<file path="config.mk">
export PLATFORM = sky130hd
export DESIGN_NAME = vga_scan_controller_flat
export DESIGN_NICKNAME = d
export VERILOG_FILES = /design/src/rtl/vga_scan_controller_if.sv /design/src/rtl/vga_scan_controller.sv /design/src/flat_wrapper.sv
export SDC_FILE = /design/constraint.sdc
export NUM_CORES = 1
export LEC_CHECK = 0
export ABC_AREA = 1
export CAP_MARGIN = 20
export CORE_ASPECT_RATIO = 1.75
export CORE_MARGIN = 10
export CORE_UTILIZATION = 45
export DETAILED_ROUTE_END_ITERATION = 12
export PLACE_DENSITY = 0.73
export REMOVE_ABC_BUFFERS = 1
export SYNTH_ARGS = -nofsm -noshare
export SYNTH_HDL_FRONTEND = slang
export SYNTH_SLANG_ARGS = --single-unit
</file>
<file path="constraint.sdc">
create_clock -name Clock -period 1.83 [get_ports Clock]
set_clock_uncertainty 0.05 [all_clocks]
set_input_delay 0.366 -clock Clock [delete_from_list [all_inputs] [get_ports Clock]]
set_output_delay 0.366 -clock Clock [all_outputs]
set_load 0.005 [all_outputs]
</file>
<file path="src/rtl/vga_scan_controller_if.sv">
// Buffer-read and VGA pin bundle between the scan controller (master)
// and the frame buffer / VGA port side (slave).
interface vga_scan_controller_if;
  logic [11:0] ram_pixel_in;
  logic [7:0]  row_read;
  logic [8:0]  col_read;
  logic [3:0]  vga_red;
  logic [3:0]  vga_green;
  logic [3:0]  vga_blue;
  logic        vga_hsync;
  logic        vga_vsync;
  logic        video_on;
  logic        frame_tick;

  modport master (
    input  ram_pixel_in,
    output row_read, col_read,
    output vga_red, vga_green, vga_blue,
    output vga_hsync, vga_vsync, video_on, frame_tick
  );

  modport slave (
    output ram_pixel_in,
    input  row_read, col_read,
    input  vga_red, vga_green, vga_blue,
    input  vga_hsync, vga_vsync, video_on, frame_tick
  );
endinterface

</file>
<file path="src/rtl/vga_scan_controller.sv">
// Scans a 320x240 buffer and drives pixel-doubled 640x480@60 VGA with aligned syncs.
// Optional VGA_BORDER_EN: forces a 1-pixel white frame around the visible area.
module vga_scan_controller #(
  parameter int unsigned H_ACTIVE = 640,
  parameter int unsigned H_FP     = 16,
  parameter int unsigned H_SYNC   = 96,
  parameter int unsigned H_BP     = 48,
  parameter int unsigned V_ACTIVE = 480,
  parameter int unsigned V_FP     = 10,
  parameter int unsigned V_SYNC   = 2,
  parameter int unsigned V_BP     = 33
) (
  input  logic                  Clock,
  input  logic                  Resetn,
  vga_scan_controller_if.master vga
);

  localparam int unsigned CNT_W   = 10;
  localparam int unsigned ROW_W   = 8;
  localparam int unsigned COL_W   = 9;
  localparam int unsigned PIX_W   = 12;
  localparam int unsigned CH_W    = 4;
  localparam int unsigned H_TOTAL = H_ACTIVE + H_FP + H_SYNC + H_BP;
  localparam int unsigned V_TOTAL = V_ACTIVE + V_FP + V_SYNC + V_BP;

  localparam logic [CNT_W-1:0] H_LAST     = CNT_W'(H_TOTAL - 1);
  localparam logic [CNT_W-1:0] V_LAST     = CNT_W'(V_TOTAL - 1);
  localparam logic [CNT_W-1:0] H_ACT      = CNT_W'(H_ACTIVE);
  localparam logic [CNT_W-1:0] V_ACT      = CNT_W'(V_ACTIVE);
  localparam logic [CNT_W-1:0] H_ACT_LAST = CNT_W'(H_ACTIVE - 1);
  localparam logic [CNT_W-1:0] V_ACT_LAST = CNT_W'(V_ACTIVE - 1);
  localparam logic [CNT_W-1:0] HS_START   = CNT_W'(H_ACTIVE + H_FP);
  localparam logic [CNT_W-1:0] HS_END     = CNT_W'(H_ACTIVE + H_FP + H_SYNC);
  localparam logic [CNT_W-1:0] VS_START   = CNT_W'(V_ACTIVE + V_FP);
  localparam logic [CNT_W-1:0] VS_END     = CNT_W'(V_ACTIVE + V_FP + V_SYNC);
  localparam logic [PIX_W-1:0] WHITE      = {PIX_W{1'b1}};

  logic             pix_en;
  logic [CNT_W-1:0] h_cnt;
  logic [CNT_W-1:0] v_cnt;

  logic             visible_c;
  logic             hsync_c;
  logic             vsync_c;
  logic             border_c;
  logic             tick_c;

  logic             visible_d1;
  logic             hsync_d1;
  logic             vsync_d1;
  logic             border_d1;

  logic [ROW_W-1:0] row_q;
  logic [COL_W-1:0] col_q;
  logic [PIX_W-1:0] rgb_q;
  logic             hsync_q;
  logic             vsync_q;
  logic             video_on_q;
  logic             frame_tick_q;

  // Pixel-rate enable and raster counters; both counters wrap explicitly.
  always_ff @(posedge Clock or negedge Resetn) begin
    if (!Resetn) begin
      pix_en <= 1'b0;
      h_cnt  <= '0;
      v_cnt  <= '0;
    end else begin
      pix_en <= ~pix_en;
      if (pix_en) begin
        if (h_cnt == H_LAST) begin
          h_cnt <= '0;
          v_cnt <= (v_cnt == V_LAST) ? '0 : v_cnt + CNT_W'(1);
        end else begin
          h_cnt <= h_cnt + CNT_W'(1);
        end
      end
    end
  end

  // Position decode straight from the counters.
  assign visible_c = (h_cnt < H_ACT) && (v_cnt < V_ACT);
  assign hsync_c   = !((h_cnt >= HS_START) && (h_cnt < HS_END));
  assign vsync_c   = !((v_cnt >= VS_START) && (v_cnt < VS_END));
  assign tick_c    = pix_en && (h_cnt == H_LAST) && (v_cnt == V_ACT_LAST);

`ifdef VGA_BORDER_EN
  assign border_c = (h_cnt == '0) || (h_cnt == H_ACT_LAST) ||
                    (v_cnt == '0) || (v_cnt == V_ACT_LAST);
`else
  assign border_c = 1'b0;
`endif

  // Stage 1: buffer address plus first delay of the position flags.
  always_ff @(posedge Clock or negedge Resetn) begin
    if (!Resetn) begin
      row_q      <= '0;
      col_q      <= '0;
      visible_d1 <= 1'b0;
      hsync_d1   <= 1'b1;
      vsync_d1   <= 1'b1;
      border_d1  <= 1'b0;
    end else if (pix_en) begin
      if (visible_c) begin
        row_q <= v_cnt[ROW_W:1];
        col_q <= h_cnt[COL_W:1];
      end
      visible_d1 <= visible_c;
      hsync_d1   <= hsync_c;
      vsync_d1   <= vsync_c;
      border_d1  <= border_c;
    end
  end

  // Stage 2: buffer data arrives combinationally for the address held in stage 1.
  always_ff @(posedge Clock or negedge Resetn) begin
    if (!Resetn) begin
      rgb_q      <= '0;
      hsync_q    <= 1'b1;
      vsync_q    <= 1'b1;
      video_on_q <= 1'b0;
    end else if (pix_en) begin
      if (!visible_d1) begin
        rgb_q <= '0;
      end else if (border_d1) begin
        rgb_q <= WHITE;
      end else begin
        rgb_q <= vga.ram_pixel_in;
      end
      hsync_q    <= hsync_d1;
      vsync_q    <= vsync_d1;
      video_on_q <= visible_d1;
    end
  end

  // Start-of-vertical-blanking pulse, one Clock wide, keyed off the counters.
  always_ff @(posedge Clock or negedge Resetn) begin
    if (!Resetn) begin
      frame_tick_q <= 1'b0;
    end else begin
      frame_tick_q <= tick_c;
    end
  end

  assign vga.row_read   = row_q;
  assign vga.col_read   = col_q;
  assign vga.vga_red    = rgb_q[PIX_W-1 -: CH_W];
  assign vga.vga_green  = rgb_q[PIX_W-CH_W-1 -: CH_W];
  assign vga.vga_blue   = rgb_q[CH_W-1:0];
  assign vga.vga_hsync  = hsync_q;
  assign vga.vga_vsync  = vsync_q;
  assign vga.video_on   = video_on_q;
  assign vga.frame_tick = frame_tick_q;

endmodule

</file>
<file path="src/flat_wrapper.sv">
// flat-port wrapper written by rule: the top's interface ports become plain ports
module vga_scan_controller_flat 
#(
  parameter int unsigned H_ACTIVE = 640,
  parameter int unsigned H_FP     = 16,
  parameter int unsigned H_SYNC   = 96,
  parameter int unsigned H_BP     = 48,
  parameter int unsigned V_ACTIVE = 480,
  parameter int unsigned V_FP     = 10,
  parameter int unsigned V_SYNC   = 2,
  parameter int unsigned V_BP     = 33
)
  (Clock, Resetn, vga_ram_pixel_in, vga_row_read, vga_col_read, vga_vga_red, vga_vga_green, vga_vga_blue, vga_vga_hsync, vga_vga_vsync, vga_video_on, vga_frame_tick);
  vga_scan_controller_if vga_i ();
  input  logic Clock;
  input  logic Resetn;
  input wire logic [$bits(vga_i.ram_pixel_in)-1:0] vga_ram_pixel_in;
  output wire logic [$bits(vga_i.row_read)-1:0] vga_row_read;
  output wire logic [$bits(vga_i.col_read)-1:0] vga_col_read;
  output wire logic [$bits(vga_i.vga_red)-1:0] vga_vga_red;
  output wire logic [$bits(vga_i.vga_green)-1:0] vga_vga_green;
  output wire logic [$bits(vga_i.vga_blue)-1:0] vga_vga_blue;
  output wire logic [$bits(vga_i.vga_hsync)-1:0] vga_vga_hsync;
  output wire logic [$bits(vga_i.vga_vsync)-1:0] vga_vga_vsync;
  output wire logic [$bits(vga_i.video_on)-1:0] vga_video_on;
  output wire logic [$bits(vga_i.frame_tick)-1:0] vga_frame_tick;
  assign vga_i.ram_pixel_in = vga_ram_pixel_in;
  assign vga_row_read = vga_i.row_read;
  assign vga_col_read = vga_i.col_read;
  assign vga_vga_red = vga_i.vga_red;
  assign vga_vga_green = vga_i.vga_green;
  assign vga_vga_blue = vga_i.vga_blue;
  assign vga_vga_hsync = vga_i.vga_hsync;
  assign vga_vga_vsync = vga_i.vga_vsync;
  assign vga_video_on = vga_i.video_on;
  assign vga_frame_tick = vga_i.frame_tick;
  vga_scan_controller #(.H_ACTIVE(H_ACTIVE), .H_FP(H_FP), .H_SYNC(H_SYNC), .H_BP(H_BP), .V_ACTIVE(V_ACTIVE), .V_FP(V_FP), .V_SYNC(V_SYNC), .V_BP(V_BP)) u_core (.Clock(Clock), .Resetn(Resetn), .vga(vga_i));
endmodule
</file>
==> summary.md, run 1 <==
| Metric | Value |
|---|---|
| H-tree depth | 3 |
| Fin crit share | 97.2% |
| Post-Synth Simple-Gate Area | 27.8% |
| Cts bufs inserted | 9 |
| Final setup viols | 0 |
| Req. time, crit path | 1.41 ns |
| Power Density | 733 nW/um^2 |
| CP arrival | 1.36 ns |
| Crit Path Max Fanout | 2 |
| GRT Resource Usage Total | 13.7% |
| Post-synthesis xor/xnor area fraction | 0.984% |
| Top cells by area, synth | dfrtp_1 50%, nand2_1 12%, nand3_1 6.0%, inv_1 4.6%, o21ai_1 4.3% |
| ANT nets after route | 0 |
| N_diodes | 0 |
| Vias in the first global route | 2224 |
| Reg clk slew, reported paths | 0.06 ns |
| Combinational family with the most area after synthesis | simple AND/OR/NAND/NOR gates |
| WL met2 | 3350 um |
| Setup CP Type | reg2out |
| Slew Limit Fails | 0 |
| Die ar. | 9540 sq um |
| Critical Path Source Type | flip-flop |
| Post-Route WL | 6180 um |
| Post-Synthesis Cells | 307 |
| Clk_lat worst skew | 0.34 ns |
| Total negative slack | 0 ns |
| DRC | 0 |
| Post-synth EDFFs | 0 |
| Via count | 2214 |
| Dpl cells | 424 |
| Port bufs | 46 |
| Max frequency | 562 MHz |
| RSZ-0062 raised after global routing | false |
| Min-Delay Path Class | reg2reg |
| Multiplexer share of the synthesized area | 0% |
| DRT met1 WL | 2320 um |
| Place WS | 0.213 ns |
| CTS max path bufs | 2 |
| # fillers | 525 |
| Die H | 122 um |
| Share of cells above drive strength 1 | 11.6% |
| Compound-Gate Fraction of Synth Area | 7.69% |
| Static leakage | 1.56 nW |
| Overall Power | 2.49 mW |
| Worst setup EP type | output pin |
| Avg Cell Area, Syn | 8.70 sq um |
| Synth cell types | 29 |
| Max_cap viols | 0 |
| Warnings, synthesis | 0 |
| Fin worst setup slack | 0.0519 ns |
| Post-Syn Area | 2670 sq um |
| Slowest stage delay, CP | 0.53 ns |
| NumNets Final | 376 |
| TritonCTS clock tree | done |
| Status | finished clean |
| Setup bufs post-CTS | 0 |
| Slowest stage cell, crit path | dfstp_2 |
| GRT Residual Overflow | 0 |
| Global-route wire length before repair | 10400 um |
| Met3 WL | 307 um |
| Final hold viol count | 0 |
| Clock root cell | clkbuf_8 |
| Clock period minus worst slack | 1.78 ns |
| Max layer used | met4 |
| Worst vdd ir | 0.431 mV |
| Non-Filler Instances | 441 |
| Max transition margin | 67.3% |
| Post-synthesis sequential area ratio | 53.6% |
| Drt first-iter violations | 123 |
| Initial Utilization | 45.8% |
| Crit path cell chain | clkdlybuf4s50_1 |
| Placed wire-length estimate | 4540 um |
| Post-synth top cells | 85 x nand2_1, 53 x dfrtp_1, 33 x inv_1 |
| Largest delay share family, worst path | flip-flops |
| Main flop type after synthesis | dfrtp_1 |
| Initial antenna violation count | 0 |
| Synth area leader | dfrtp_1 |
| Placer Congestion | 0.858 |
| Asr flop ratio synth | 100% |
| Fraction of post-synthesis cell area in the top cell type by area | 49.7% |
| Detailed-router iteration count before antenna repair | 4 |
| Count leader, synth | nand2_1 |
| Worst-margin pin slew | 0.489 ns |
| IO Count | 47 |
| Row count | 37 |
| Core Area | 5830 sq um |
| Wire per inst | 14.0 um |
| DIE WIDTH | 78.2 um |
| Largest net degree at the start of global routing | 41 |
| Synth Area in Adders | 1.87% |
| Num Clock Sinks | 57 |
| CP bufs+invs | 1 |
| Yosys reg bits | 57 |
| P&R area growth vs syn | 27.2% |
| Vias per inst | 5.02 |
[cell usage in the layout, fill, tap and decap left out, drive strengths merged]
| cell type | n |
|---|---|
| clkbuf | 14 |
| clkdlybuf4s50 | 44 |
| nand3 | 33 |
| a21oi | 3 |
| nand4 | 9 |
| a31oi | 1 |
| buf | 5 |
| nor2 | 22 |
| o22ai | 1 |
| ha | 4 |
| xor2 | 3 |
| dfstp | 4 |
| clkinv | 2 |
| nor3 | 6 |
| inv | 37 |
| dlymetal6s2s | 1 |
| dlygate4sd3 | 1 |
| o21ai | 34 |
| dfrtp | 53 |
| nand2 | 86 |
[final cells by class]
type	count	area, sq um	share of cell area [%]
inverter	37	141	4.16
clock inverter	2	10.0	0.295
tap	78	97.6	2.87
timing repair buffer	51	510	15.0
multi-input combinational	202	1020	30.1
sequential	57	1430	42.1
clock buffer	14	183	5.38
[report_power, final]
part	internal, mW	switching (mW)
combinational	0.0569	0.0430
sequential	1.27	0.00623
clock	0.635	0.475
total	1.97	0.524
[repair_timing]
action / CTS / global route
hold buffers: 1 / 0
endpoints found under the hold margin: 17 / 0
gates resized for setup: 0 / 1
setup endpoints to repair: 0 / 1
[metrics by stage]
| stage | hold WS [ns] | util, % | cell area [sq um] |
|---|---|---|---|
| after detailed placement | 0.284 | 54.7 | 3190 |
| final | 0.410 | 58.2 | 3400 |
| after CTS | 0.413 | 58.2 | 3390 |
| after floorplan | 0.0204 | - | 2600 |
| after global placement | 0.274 | 54.7 | 3190 |
| after global routing | 0.429 | 58.2 | 3400 |
[cell families (layout without fill, tap and decap cells)]
kind of cell,after synthesis,in the layout
AOI/OAI and AO/OA,39,39
xor gates and xnor gates,3,3
adders and majority gates,4,4
buffers and inverters,48,104
DFF,57,57
and+or+nand+nor,156,156
[sequential cells by signal, summed over array words and instances, names as in the netlist]
name / count
u_core.rgb_q: 12
u_core.h_cnt: 10
u_core.v_cnt: 10
u_core.vga.col_read: 9
u_core.vga.row_read: 8
u_core.hsync_d1: 1
u_core.pix_en: 1
u_core.vga.frame_tick: 1
u_core.vga.vga_hsync: 1
u_core.vga.vga_vsync: 1
u_core.vga.video_on: 1
u_core.visible_d1: 1
u_core.vsync_d1: 1
[path summary, 6_finish.rpt]
kind                                      startpoint                     end  slack, ns  depth (start not counted)
min in group asynchronous                     Resetn  u_core.vga.col_read[4]       0.46                          2
worst max register to register       u_core.h_cnt[0]         u_core.v_cnt[4]       0.21                          6
worst min-delay path            u_core.vga.vga_vsync    u_core.vga.vga_vsync       0.41                          2
worst min register to register  u_core.vga.vga_vsync    u_core.vga.vga_vsync       0.41                          2
max in group asynchronous                     Resetn         u_core.vsync_d1       0.65                          3
worst max-delay path            u_core.vga.vga_hsync           vga_vga_hsync       0.05                          1
[per-layer routing]
metal / vias up / GRT usage [%]
met5: - / 0
met4: 0 / 8.67
met3: 17 / 4.35
met2: 58 / 23.9
met1: 1049 / 13.6
li1: 1090 / -
Note: power is estimated with default switching activity, not from simulation.
==> run 2: changes to the inputs <==
- CORE_MARGIN: 10 -> not set
==> run 2 against run 1 <==
Effect of this change:
- worst hold slack about the same
- flip-flop and latch count unchanged
- utilization up 2.5 points
- largest cell class unchanged
==> summary.md, run 2 (synthesis results as in run 1) <==
| Metric | Value |
|---|---|
| Status | finished clean |
| Placer Congestion | 0.885 |
| Slowest stage cell, crit path | dfstp_2 |
| GRT Residual Overflow | 0 |
| CP bufs+invs | 1 |
| Final setup viols | 0 |
| Min-Delay Path Class | reg2reg |
| Worst-margin pin slew | 0.485 ns |
| Max_cap viols | 0 |
| Final hold viol count | 0 |
| Setup CP Type | reg2out |
| Vias per inst | 4.96 |
| Largest net degree at the start of global routing | 58 |
| Clk_lat worst skew | 0.33 ns |
| Reg clk slew, reported paths | 0.06 ns |
| Static leakage | 1.53 nW |
| GRT Resource Usage Total | 19.6% |
| Crit Path Max Fanout | 2 |
| Max frequency | 561 MHz |
| Top flop regs | u_core.rgb_q x12, u_core.h_cnt x10, u_core.v_cnt x10 |
| Slew Limit Fails | 0 |
| Port bufs | 46 |
| Max transition margin | 67.6% |
| Placed wire-length estimate | 3960 um |
| ANT nets after route | 0 |
| Clock root cell | clkbuf_8 |
| N_diodes | 0 |
| Die H | 104 um |
| Core Area | 5630 sq um |
| Detailed-router iteration count before antenna repair | 5 |
| Commonest non-fill, non-tap cell in the layout | nand2_1 |
| Power Density | 780 nW/um^2 |
| DRC | 0 |
| Critical Path Source Type | flip-flop |
| Cts bufs inserted | 9 |
| H-tree depth | 3 |
| Die ar. | 6260 sq um |
| Initial antenna violation count | 0 |
| DIE WIDTH | 60.2 um |
| Worst setup EP type | output pin |
| Clock period minus worst slack | 1.78 ns |
| Most frequent cells in the layout | 85 x nand2_1, 53 x dfrtp_1, 45 x clkdlybuf4s50_1 |
| Setup bufs post-CTS | 0 |
| Req. time, crit path | 1.41 ns |
| NumNets Final | 375 |
| TritonCTS clock tree | done |
| Fin crit share | 97.4% |
| Num Clock Sinks | 57 |
| Wire per inst | 12.7 um |
| Row count | 36 |
| Max FFs per register | 12 |
| Largest delay share family, worst path | flip-flops |
| Share of cells above drive strength 1 | 11.3% |
| Worst vdd ir | 0.383 mV |
| Drt first-iter violations | 67 |
| CTS max path bufs | 2 |
| Post-Route WL | 5570 um |
| Slowest stage delay, CP | 0.52 ns |
| Initial Utilization | 47.4% |
| Vias in the first global route | 2063 |
| Most flops, register | u_core.rgb_q |
| CP arrival | 1.37 ns |
| Total negative slack | 0 ns |
| Crit path cell chain | clkdlybuf4s50_1 |
| Via count | 2172 |
| P&R area growth vs syn | 28.1% |
| IO Count | 47 |
| RSZ-0062 raised after global routing | false |
| Global-route wire length before repair | 9270 um |
| Overall Power | 2.67 mW |
[run 2: cell count changes in the layout (fill, tap and decap cells not counted), sizes merged]
cell           before  now
clkbuf             14   11
dlymetal6s2s        1    0
clkdlybuf4s50      44   45
buf                 5    4
bufinv              0    2
clkinv              2    3
[run 2: worst paths after layout]
| kind | cells after the start | endpoint | slack (ns) | start |
|---|---|---|---|---|
| worst max-delay path | 1 | vga_vga_vsync | 0.05 | u_core.vga.vga_vsync |
| worst min-delay path | 2 | u_core.vga.vga_hsync | 0.41 | u_core.vga.vga_hsync |
| worst max register to register | 5 | u_core.vga.row_read[1] | 0.27 | u_core.pix_en |
| worst min register to register | 2 | u_core.vga.vga_hsync | 0.41 | u_core.vga.vga_hsync |
| max in group asynchronous | 3 | u_core.vga.vga_vsync | 0.91 | Resetn |
| min in group asynchronous | 3 | u_core.h_cnt[6] | 0.52 | Resetn |
[run 2: cell type report]
| class | instances | area [sq um] |
|---|---|---|
| Sequential cell | 57 | 1430 |
| Timing Repair Buffer | 50 | 500 |
| Clock inverter | 5 | 78.8 |
| Multi-Input combinational cell | 202 | 1030 |
| Tap cell | 76 | 95.1 |
| Inverter | 37 | 141 |
| Fill cell | 478 | 2210 |
| Clock buffer | 11 | 141 |
[run 2: per-stage QoR]
step / worst slack, ns / hold slack, ns / instance area, sq um / utilization (%) / instances
2_1_floorplan: 0.0522 / 0.0204 / 2600 / - / 296
3_3_place_gp: 0.250 / 0.336 / 3180 / 56.5 / 421
3_5_place_dp: 0.212 / 0.337 / 3180 / 56.5 / 421
4_1_cts: 0.0286 / 0.415 / 3410 / 60.6 / 438
5_1_grt: 0.0149 / 0.422 / 3420 / 60.8 / 438
6_report: 0.0485 / 0.411 / 3420 / 60.8 / 438
[run 2: power by group]
part           leakage, nW  switching, mW  internal [mW]  total, mW
combinational        0.704         0.0405         0.0570     0.0975
clock                0.113          0.488          0.801       1.29
sequential           0.716        0.00629           1.27       1.28
total                 1.53          0.535           2.13       2.67
[run 2: timing repair]
action | in CTS | in global routing
setup endpoints to repair | 0 | 1
hold buffers | 1 | 0
endpoints found under the hold margin | 53 | 0
gates resized for setup | 0 | 1
[run 2: metal layers]
layer,track usage (%),routed length (um),vias to the layer above
li1,-,-,1085
met3,4.60,179,11
met4,10.6,137,0
met5,0,0,-
met1,23.1,2280,1027
met2,31.7,2970,49
==> run 3: changes to the inputs <==
- GPL_TIMING_DRIVEN: not set -> 0
- PLACE_DENSITY: 0.73 -> 0.76
- clock period: 1.83 -> 1.5 ns (I/O delays scaled with it)
==> run 3 against run 2 <==
Effect of this change:
- global-route usage grew 2.7 points
- non-clock buffer count grew 18
- design area grew 5.6%
- total power grew 16%
- die area is the same
- setup slack lost 0.031 ns
- worst hold slack gained 0.0040 ns
- critical endpoint is now u_core.v_cnt[9]
- largest cell class unchanged
- largest power group is now registers
- highest routed layer unchanged
==> summary.md, run 3 (synthesis results as in run 1) <==
| Metric | Value |
|---|---|
| Row count | 36 |
| Max FFs per register | 12 |
| CTS max path bufs | 2 |
| Via count | 2354 |
| Initial Utilization | 47.4% |
| GRT Resource Usage Total | 22.3% |
| Commonest non-fill, non-tap cell in the layout | nand2_1 |
| Drt first-iter violations | 121 |
| Most flops, register | u_core.rgb_q |
| M2 GR Usage | 38.3% |
| Vias in the first global route | 2296 |
| Gr busiest metal | met2 |
| Crit path cell chain | ha_4, nand2_4, nor2_4, buf_6, nand4_4, nand2_1, o21ai_1 |
| Max_cap viols | 0 |
| Crit Path Max Fanout | 7 |
| Power Density | 855 nW/um^2 |
| GRT Residual Overflow | 0 |
| Static leakage | 1.71 nW |
| Final hold viol count | 0 |
| Initial antenna violation count | 0 |
| Critical Path Source Type | flip-flop |
| Share of cells above drive strength 1 | 19.8% |
| Fin crit share | 98.8% |
| Max transition margin | 65.1% |
| Cts bufs inserted | 9 |
| TritonCTS clock tree | done |
| Placer Congestion | 0.884 |
| DIE WIDTH | 60.2 um |
| Final Util | 64.1% |
| Port bufs | 46 |
| CP arrival | 1.66 ns |
| Slew Limit Fails | 0 |
| N_diodes | 0 |
| Top flop regs | u_core.rgb_q x12, u_core.h_cnt x10, u_core.v_cnt x10 |
| Core Area | 5630 sq um |
| DRC | 0 |
| Num Clock Sinks | 57 |
| Worst vdd ir | 0.512 mV |
| CP bufs+invs | 1 |
| Status | finished clean |
| Final setup viols | 0 |
| Global-route wire length before repair | 10200 um |
| P&R area growth vs syn | 35.2% |
| ANT nets after route | 0 |
| Post-Route WL | 6760 um |
| GRT met1 Usage | 22.9% |
| Clk_lat worst skew | 0.34 ns |
| Worst-margin pin slew | 0.523 ns |
| Met3 Use GR | 6.47% |
| Placed wire-length estimate | 3980 um |
| Reg clk slew, reported paths | 0.07 ns |
| Req. time, crit path | 1.68 ns |
| Most frequent cells in the layout | 82 x nand2_1, 51 x dfrtp_1, 32 x dlygate4sd2_1 |
| Largest delay share family, worst path | simple AND/OR/NAND/NOR gates |
| Min-Delay Path Class | in2async |
| NumNets Final | 396 |
| Wire per inst | 14.7 um |
| Largest net degree at the start of global routing | 38 |
| Max frequency | 675 MHz |
| Detailed-router iteration count before antenna repair | 4 |
| Clock root cell | clkbuf_8 |
| Worst setup EP type | flip-flop |
| Slowest stage delay, CP | 0.42 ns |
| Setup CP Type | reg2reg |
| IO Count | 47 |
| Clock period minus worst slack | 1.48 ns |
| Slowest stage cell, crit path | dfrtp_1 |
| Worst hold slack | 0.415 ns |
| Vias per inst | 5.13 |
| H-tree depth | 3 |
| Die ar. | 6260 sq um |
| Die H | 104 um |
run 3: cell types whose count changed in the layout (fill, tap and decap cells not counted), sizes merged, moves of 2 or more:
cell	change
buf	+18
clkdlybuf4s50	-33
dlygate4sd2	+32
nand4	+2
run 3: final cells by class:
type | instances | area, sq um
Clock buffer | 10 | 138
Sequential cell | 57 | 1440
Fill cell | 460 | 2020
Tap cell | 76 | 95.1
Clock inverter | 6 | 57.6
Timing Repair Buffer | 68 | 612
Multi-Input combinational cell | 205 | 1130
Inverter | 37 | 144
run 3: metrics by stage:
step	area (sq um)	std cells	worst slack [ns]	total power [mW]	setup TNS, ns
6_report	3610	459	0.0175	3.09	0
5_1_grt	3610	459	-0.0809	3.20	-0.459
4_1_cts	3470	449	-0.00161	3.11	-0.00161
3_5_place_dp	3170	419	-0.798	1.71	-20.43
3_3_place_gp	3150	418	-1.67	1.70	-110.96
2_1_floorplan	2600	296	-0.278	1.61	-4.90
run 3: power breakdown:
part           switching, mW  internal (mW)  total (mW)
combinational         0.0515         0.0577       0.109
sequential           0.00770           1.55        1.56
clock                  0.617          0.799        1.42
total                  0.676           2.41        3.09
run 3: worst paths after layout:
kind / start / endpoint / slack, ns / cells after the start
min in group Clock: u_core.vga.vga_hsync / u_core.vga.vga_hsync / 0.42 / 2
setup / recovery: u_core.h_cnt[1] / u_core.v_cnt[9] / 0.02 / 7
hold / removal: Resetn / u_core.h_cnt[9] / 0.41 / 2
max in group asynchronous: Resetn / u_core.vsync_d1 / 0.35 / 3
setup reg to reg: u_core.h_cnt[1] / u_core.v_cnt[9] / 0.02 / 7
hold reg to reg: u_core.vga.vga_hsync / u_core.vga.vga_hsync / 0.42 / 2
run 3: what timing repair did:
| item | CTS | global route |
|---|---|---|
| hold endpoints to repair | 20 | 0 |
| setup buffers | 11 | 9 |
| endpoints found under the setup margin | 87 | 32 |
| gates cloned | 2 | 1 |
| pin swaps | 3 | 8 |
| gates resized for setup | 38 | 18 |
| hold buffers | 1 | 0 |
run 3: metal layers:
layer,share of wire (%),up-vias
li1,-,1138
met1,37,1119
met2,55,74
met3,4.1,23
met4,3.2,0
met5,0,-
